## src/rtl/arith_arbiter.sv

```systemverilog
// Two-requester round-robin front end for a single shared arithmetic unit.
// One operation in flight at a time: grant in IDLE, one-cycle enable in ISSUE,
// wait for the unit's result flag in WAIT, hold the response in RESP until taken.
// Divide-by-zero is resolved locally and never reaches the unit.
module arith_arbiter #(
  parameter int In_Data_Width = 8,
  parameter int Out_Width     = 2*In_Data_Width
) (
  input  logic                     clk,
  input  logic                     rst,
  input  logic                     req0_valid,
  input  logic                     req1_valid,
  output logic                     req0_ready,
  output logic                     req1_ready,
  input  logic [In_Data_Width-1:0] req0_a,
  input  logic [In_Data_Width-1:0] req0_b,
  input  logic [In_Data_Width-1:0] req1_a,
  input  logic [In_Data_Width-1:0] req1_b,
  input  logic [1:0]               req0_fun,
  input  logic [1:0]               req1_fun,
  output logic [In_Data_Width-1:0] alu_a,
  output logic [In_Data_Width-1:0] alu_b,
  output logic [1:0]               alu_fun,
  output logic                     alu_enable,
  input  logic [Out_Width-1:0]     alu_out,
  input  logic                     alu_flag,
  output logic                     rsp_valid,
  input  logic                     rsp_ready,
  output logic                     rsp_id,
  output logic [Out_Width-1:0]     rsp_data,
  output logic                     rsp_err
);

  localparam logic [1:0] S_IDLE  = 2'd0;
  localparam logic [1:0] S_ISSUE = 2'd1;
  localparam logic [1:0] S_WAIT  = 2'd2;
  localparam logic [1:0] S_RESP  = 2'd3;

  localparam logic [1:0] FUN_DIV = 2'b11;

  logic [1:0]               state_q, state_d;
  logic                     prio_q, prio_d;   // requester favoured on a tie
  logic                     id_q, id_d;       // requester owning the current op
  logic [In_Data_Width-1:0] a_q, a_d;
  logic [In_Data_Width-1:0] b_q, b_d;
  logic [1:0]               fun_q, fun_d;
  logic [Out_Width-1:0]     rsp_data_q, rsp_data_d;
  logic                     rsp_err_q, rsp_err_d;

  logic any_req;
  logic gnt;
  logic alu_live;

  // Next-state logic: arbitration and operand capture in IDLE, sequencing after.
  always_comb begin
    state_d    = state_q;
    prio_d     = prio_q;
    id_d       = id_q;
    a_d        = a_q;
    b_d        = b_q;
    fun_d      = fun_q;
    rsp_data_d = rsp_data_q;
    rsp_err_d  = rsp_err_q;
    req0_ready = 1'b0;
    req1_ready = 1'b0;
    any_req    = req0_valid | req1_valid;
    // Lone requester wins outright; a tie goes to the favoured one.
    gnt        = (req0_valid & req1_valid) ? prio_q : req1_valid;

    case (state_q)
      S_IDLE: begin
        if (any_req) begin
          // Gating with rst keeps the accept pulse low while reset is held.
          req0_ready = rst & ~gnt;
          req1_ready = rst & gnt;
          id_d       = gnt;
          a_d        = gnt ? req1_a   : req0_a;
          b_d        = gnt ? req1_b   : req0_b;
          fun_d      = gnt ? req1_fun : req0_fun;
          if (fun_d == FUN_DIV && b_d == '0) begin
            state_d    = S_RESP;
            rsp_err_d  = 1'b1;
            rsp_data_d = '0;
          end else begin
            state_d = S_ISSUE;
          end
        end
      end
      S_ISSUE: state_d = S_WAIT;
      S_WAIT: begin
        if (alu_flag) begin
          rsp_data_d = alu_out;
          rsp_err_d  = 1'b0;
          state_d    = S_RESP;
        end
      end
      S_RESP: begin
        if (rsp_ready) begin
          prio_d  = ~id_q;
          state_d = S_IDLE;
        end
      end
      default: state_d = S_IDLE;
    endcase
  end

  // State registers; reset returns to IDLE with requester 0 favoured.
  always_ff @(posedge clk or negedge rst) begin
    if (!rst) begin
      state_q    <= S_IDLE;
      prio_q     <= 1'b0;
      id_q       <= 1'b0;
      a_q        <= '0;
      b_q        <= '0;
      fun_q      <= '0;
      rsp_data_q <= '0;
      rsp_err_q  <= 1'b0;
    end else begin
      state_q    <= state_d;
      prio_q     <= prio_d;
      id_q       <= id_d;
      a_q        <= a_d;
      b_q        <= b_d;
      fun_q      <= fun_d;
      rsp_data_q <= rsp_data_d;
      rsp_err_q  <= rsp_err_d;
    end
  end

  // Unit sees operands only while it owns the op; zero otherwise.
  assign alu_live   = (state_q == S_ISSUE) || (state_q == S_WAIT);
  assign alu_enable = (state_q == S_ISSUE);
  assign alu_a      = alu_live ? a_q   : '0;
  assign alu_b      = alu_live ? b_q   : '0;
  assign alu_fun    = alu_live ? fun_q : '0;

  assign rsp_valid  = (state_q == S_RESP);
  assign rsp_id     = id_q;
  assign rsp_data   = rsp_data_q;
  assign rsp_err    = rsp_err_q;

endmodule

```

## config.mk

```make
export PLATFORM = sky130hd
export DESIGN_NAME = arith_arbiter
export DESIGN_NICKNAME = d
export VERILOG_FILES = /design/src/rtl/arith_arbiter.sv
export SDC_FILE = /design/constraint.sdc
export NUM_CORES = 1
export LEC_CHECK = 0
export CORE_MARGIN = 5
export CORE_UTILIZATION = 40
export DETAILED_ROUTE_END_ITERATION = 8
export HOLD_SLACK_MARGIN = 0.15
export PLACE_DENSITY = 0.8
export RECOVER_POWER = 100
export SYNTH_ARGS = -nofsm -noshare
export SYNTH_HDL_FRONTEND = slang
export SYNTH_SLANG_ARGS = --single-unit
export TNS_END_PERCENT = 1
```

## constraint.sdc

```tcl
create_clock -name clk -period 2.6 [get_ports clk]
set_input_delay 0.52 -clock clk [delete_from_list [all_inputs] [get_ports clk]]
set_output_delay 0.52 -clock clk [all_outputs]
set_load 0.01 [all_outputs]
```

* After elaboration in Yosys (flattened, before gate mapping)
Cells that the tools add are included.
W data, S select, Z words.
** Storage, ports and cells
- Bits in read-only memories :: 0
- Input port bits :: 58
- Bits in latches :: 0
- Memories :: 0
- Logic and storage cells :: 55
- RAM bits :: 0
- Bits in registers :: 39
** Operators by class
- Bitwise operators :: 6
- Order comparisons :: 0
- $mul :: 0
- Reduce and logical (&&, ||, !) cells :: 9
- Add/sub/neg operators :: 0
- Equal/unequal tests :: 8
- Mux-type cells :: 24
- Shifts and indexed selects :: 0
- Divide/modulo/power cells :: 0
** Operators with widths (count)
- $mux W16 :: 3
- $mux W8 :: 4
- $pmux W16 S2 :: 1
- $mux W2 :: 6
- $logic_not A8 Y1 :: 1
- $mux W1 :: 8
- $pmux W2 S4 :: 1
- $eq A2 B2 Y1 const B :: 3
- $ne A2 B2 Y1 const B :: 3
- $reduce_and A2 Y1 :: 2
- $reduce_and A4 Y1 :: 1
- $and A1 B1 Y1 :: 3
- $reduce_and A3 Y1 :: 1
- $eq A2 B1 Y1 const B :: 1
- $logic_not A2 Y1 :: 1
- $ne A2 B1 Y1 const B :: 1
- $not A1 Y1 :: 2
- $pmux W1 S2 :: 1
- $reduce_bool A2 Y1 :: 1
- $logic_and A1 B1 Y1 :: 1
- $logic_or A1 B1 Y1 :: 1
- $or A1 B1 Y1 :: 1

* Depth between registers and ports, before layout
- Depth after elaboration :: 8
- Depth in mapped cells :: 9

* Worst setup path after synthesis
OpenSTA, ideal clock, no wires.
- Kind :: register to register
- Start point :: register state_q[0]
- End point :: register rsp_data_q[10], in the netlist rsp_data[10]
- Setup time :: 65 ps
- Data required time :: 2535 ps
- Slack :: 418 ps
- Data arrival time :: 2117 ps
- Cell stages (with the launch flop) :: 10
- Cells stage by stage :: dfrtp_1 inv_1 ha_1 or4b_1 a2111oi_2 a41o_2 o211a_1 buf_6 buf_6 a22o_1
** Between the ends
- Word-level cells in the longest chain between the ends :: 3
- Elaborated cells between the ends (all ways) :: 8
- Classes of those cells :: 4 x eq/ne; 1 x mux; 3 x reduce/logical
** RTL lines
- start, declared :: RTL line 41 : logic [1:0] state_q, state_d;
- start signal, assigned :: RTL line 119 : state_q <= state_d;
- $eq A2 B2 Y1 or $logic_not A2 Y1 (tied branches) :: RTL line 70 : case (state_q)
- $ne A2 B2 Y1 (no line) or $reduce_bool A2 Y1 (tied branches)
- $reduce_and A4 Y1 (no line)
- end signal, assigned :: RTL line 125 : rsp_data_q <= rsp_data_d;
- end, declared :: RTL line 47 : logic [Out_Width-1:0] rsp_data_q, rsp_data_d;
Several ways; a longest one is shown, not always the timed one.
A chain may end at the register's enable or synchronous reset.

* Worst setup path after layout
- Start point :: input req0_valid
- End point :: output req1_ready
** Between the ends
- Word-level cells in the longest chain between the ends :: 5
- Elaborated cells between the ends (all ways) :: 6
- Classes of those cells :: 3 x mux; 3 x bitwise
** RTL lines
- start, declared :: RTL line 11 : input logic req0_valid,
- $and A1 B1 Y1 :: RTL line 68 : gnt = (req0_valid & req1_valid) ? prio_q : req1_valid;
- $mux W1 :: RTL line 68
- $and A1 B1 Y1 :: RTL line 75 : req1_ready = rst & gnt;
- $mux W1 (*) :: RTL line 72 : if (any_req) begin
- $mux W1 (*) :: RTL line 70
- end, declared :: RTL line 14 : output logic req1_ready,
Mark *: on every way between the ends. The rest lies on a longest branch, timed or not.

==> reports/metrics.cfg <==
[floorplanning]
core_um2 = 4660
initial_core_util_pct = 40.7
die_area_um2 = 6220
boundaryPins = 98
chipWidth_um = 78.9
rows = 25
die_h_um = 78.9

[synth]
synth_top_family_by_area = compound AO/OA/AOI/OAI gates
synthXorXnorAreaFrac_pct = 0
syn-instance-count = 176
synthAdderAreaFrac_pct = 2.64
syn_area_per_cell_um2 = 10.8
syn_nets = 238
synthMuxAreaShare_pct = 9.50
seq_area_frac_synth_pct = 51.5
netlist_top_cells_area = dfrtp_1, mux2i_1, a22o_1, o21ai_0, and2_1
synth-simple-area-share_pct = 14.7
synth-seq-cells = 39
ys_warn_count = 0
yosys.cell_types.count = 31
yosys.area.top_type = dfrtp_1
synth_compound_area_share_pct = 17.9
yosysTopAreaCellShare_pct = 51.5
netlist_area_um2 = 1900

[pwr]
ir_drop_v = 0.000440
p_comb_share_pct = 51.3
power.switching_mw = 1.13
p_int_mw = 2.09
p_clk_share_pct = 16.4
p_seq_share_pct = 32.4
p_sw_share_pct = 35.0
leakage_nw = 1.47
total_power_mw = 3.22
power_density_nw_per_um2 = 1040

[cells_and_area]
layout_common_cells = clkdlybuf4s50_1, dfrtp_1, dlygate4sd3_1
layout_commonest_cell = clkdlybuf4s50_1
num_antenna_cells = 0
drive_gt1_share_pct = 7.42
fin_nets = 344
final_util_pct = 66.4
syn_to_final_growth_pct = 63.2

[detailed_routing]
vias = 1727
drc_errors = 0
ant_nets = 0
firstDrtPassIters = 4
drt-initial-drc-count = 100
via_per_inst = 5.12
wl_um = 5260
wl_per_cell_um = 15.6

[sta]
hold_violations = 0
setup_viol = 0
min_period_over_period_pct = 96.1
slew-limit-headroom_pct = -0.786
drv_slew = 30
tightestPinTransition_ns = 1.51
max_clock_freq_mhz = 400
tns_ns = 0
skew_ns = 0.00995
setup_slack_ns = 0.102
fin_crit_ns = 2.50
rsz0062_at_grt = false

[setup_path]
cp.buffers_inverters = 2
required_ns = 2.08
crit_family = buffers and inverters
critPathKind = in -> out
reg2reg_to = rsp_data[11]$_DFFE_PN0P_
cp_slowest_cell = clkdlybuf4s50_1
endpoint = req1_ready
ff2ff_path_depth = 7
cp.depth = 5
reg2reg_slack_ns = 0.32
crit_top_cell = clkdlybuf4s50_1
crit-reg2reg-launch = state_q[0]$_DFFE_PN0P_
crit_path_max_incr_delay_ns = 0.54
cp_max_fo = 4
arrival_ns = 1.98
path_cells = clkdlybuf4s50_1 > nand2b_1 > and2_1 > and3_1 > clkdlybuf4s50_1
startpoint = req0_valid
end_kind = primary output
cp-start-kind = primary input

[cts]
cts.clk_slew.worst_paths_ns = 0.07
post_cts_buffers = 0
htreeDepth = 2
clock-sinks = 39
root_buffer = clkbuf_8
cts_buffers = 5
cts_tree = yes
clk_latency_ns = 0.29
clk_path_buf_depth = 2

[placed_design]
place.gp.congestion = 0.761
hpwl_um = 4050
post-place-ws_ns = -0.0772
portBuffers = 97

[global_routing]
grt_max_degree = 38
grt_pass1_wl_um = 8310
antenna_found_initial = 0
grt_pass1_vias = 1685
grt-ovfl-total = 0
grtUsageTotal_pct = 17.1

[flow_run]
max_cap_violations = 1

[run_status]
failed_checks = capacitance limit, slew limit
status = finished, violations left

[worst_hold_path]
hold_class = reg -> reg
holdCritStartpoint = a_q[1]$_DFFE_PN0P_

## tightest hold or removal path: stages (launching register included)
cell and delay, ns:
dfrtp_1 0.34, nand2_1 0.04, o21ai_0 0.06
## kinds of logic after synthesis
| logic type | Yosys count |
|---|---|
| and+or+nand+nor | 51 |
| AOI/OAI and AO/OA | 49 |
| DFF | 39 |
| muxes | 18 |
| buffers and inverters | 15 |
| adders and majority gates | 4 |
## flip-flops by register name, indices dropped and copies added (netlist names)
name and flops:
rsp_id 1, prio_q 1, state_q 2, fun_q 2, a_q 8, rsp_data 16
b_q 8, rsp_err 1
## power by group through the flow
stage / clock, mW / sequential (mW) / combinational [mW]
detailed placement: 0 / 1.05 / 1.76
global placement: 0 / 1.05 / 1.72
finish: 0.528 / 1.04 / 1.65
floorplan: 0 / 1.08 / 0.802
CTS: 0.536 / 1.05 / 1.77
global route: 0.559 / 1.08 / 1.81
## worst min path at each step
| stage | to | depth (start not counted) |
|---|---|---|
| floorplan | a_q[0]$_DFFE_PN0P_ | 0 |
| global placement | b_q[0]$_DFFE_PN0P_ | 1 |
| detailed placement | b_q[0]$_DFFE_PN0P_ | 1 |
| CTS | rsp_data[0]$_DFFE_PN0P_ | 2 |
| global route | b_q[7]$_DFFE_PN0P_ | 2 |
| finish | a_q[1]$_DFFE_PN0P_ | 2 |
## metrics by stage
stage | instance area (um2) | hold slack, ns | cells
2_1_floorplan | 1900 | 0.224 | 176
3_3_place_gp | 2970 | 0.420 | 328
3_5_place_dp | 2970 | 0.426 | 328
4_1_cts | 3100 | 0.294 | 337
5_1_grt | 3100 | 0.504 | 337
6_report | 3100 | 0.474 | 337
## area by class of cell
class                   instances  area [um2]
fillers                       383        1570
repair buffers                108        1050
clock buffers                   6        82.6
multi-input cells             122         861
well taps                      54        67.6
flip-flops and latches         39         976
inverters                       6        22.5
clock inverters                 2        35.0
## per-layer routing
layer	GRT usage (%)	up-vias	wire [um]
met5	0	-	0
met4	6.36	0	114
li1	-	840	-
met1	21.8	818	2190
met3	4.76	9	353
met2	27.7	60	2600
## repair_timing
action,in CTS,in global routing
resized for setup,2,1
hold buffers,1,0
endpoints found under the hold margin,10,0
setup endpoints to repair,19,4
## cell usage after synthesis (all sizes together)
library cell   n
nor4b          1
or4b           2
nand2b         1
a21boi         1
and2          19
a41o           1
or3            1
nor3           1
ha             4
a31oi          1
nor2           1
mux2i         18
a21oi          2
nand2         21
nor2b          1
and3           1
a2111oi        1
o21ai         25
dfrtp         39
inv            6
nor3b          1
a22o          16
o32a           1
clkbuf         5
buf            4
or4bb          1
o211a          1
No activity file was read; power rests on OpenSTA's default activity.
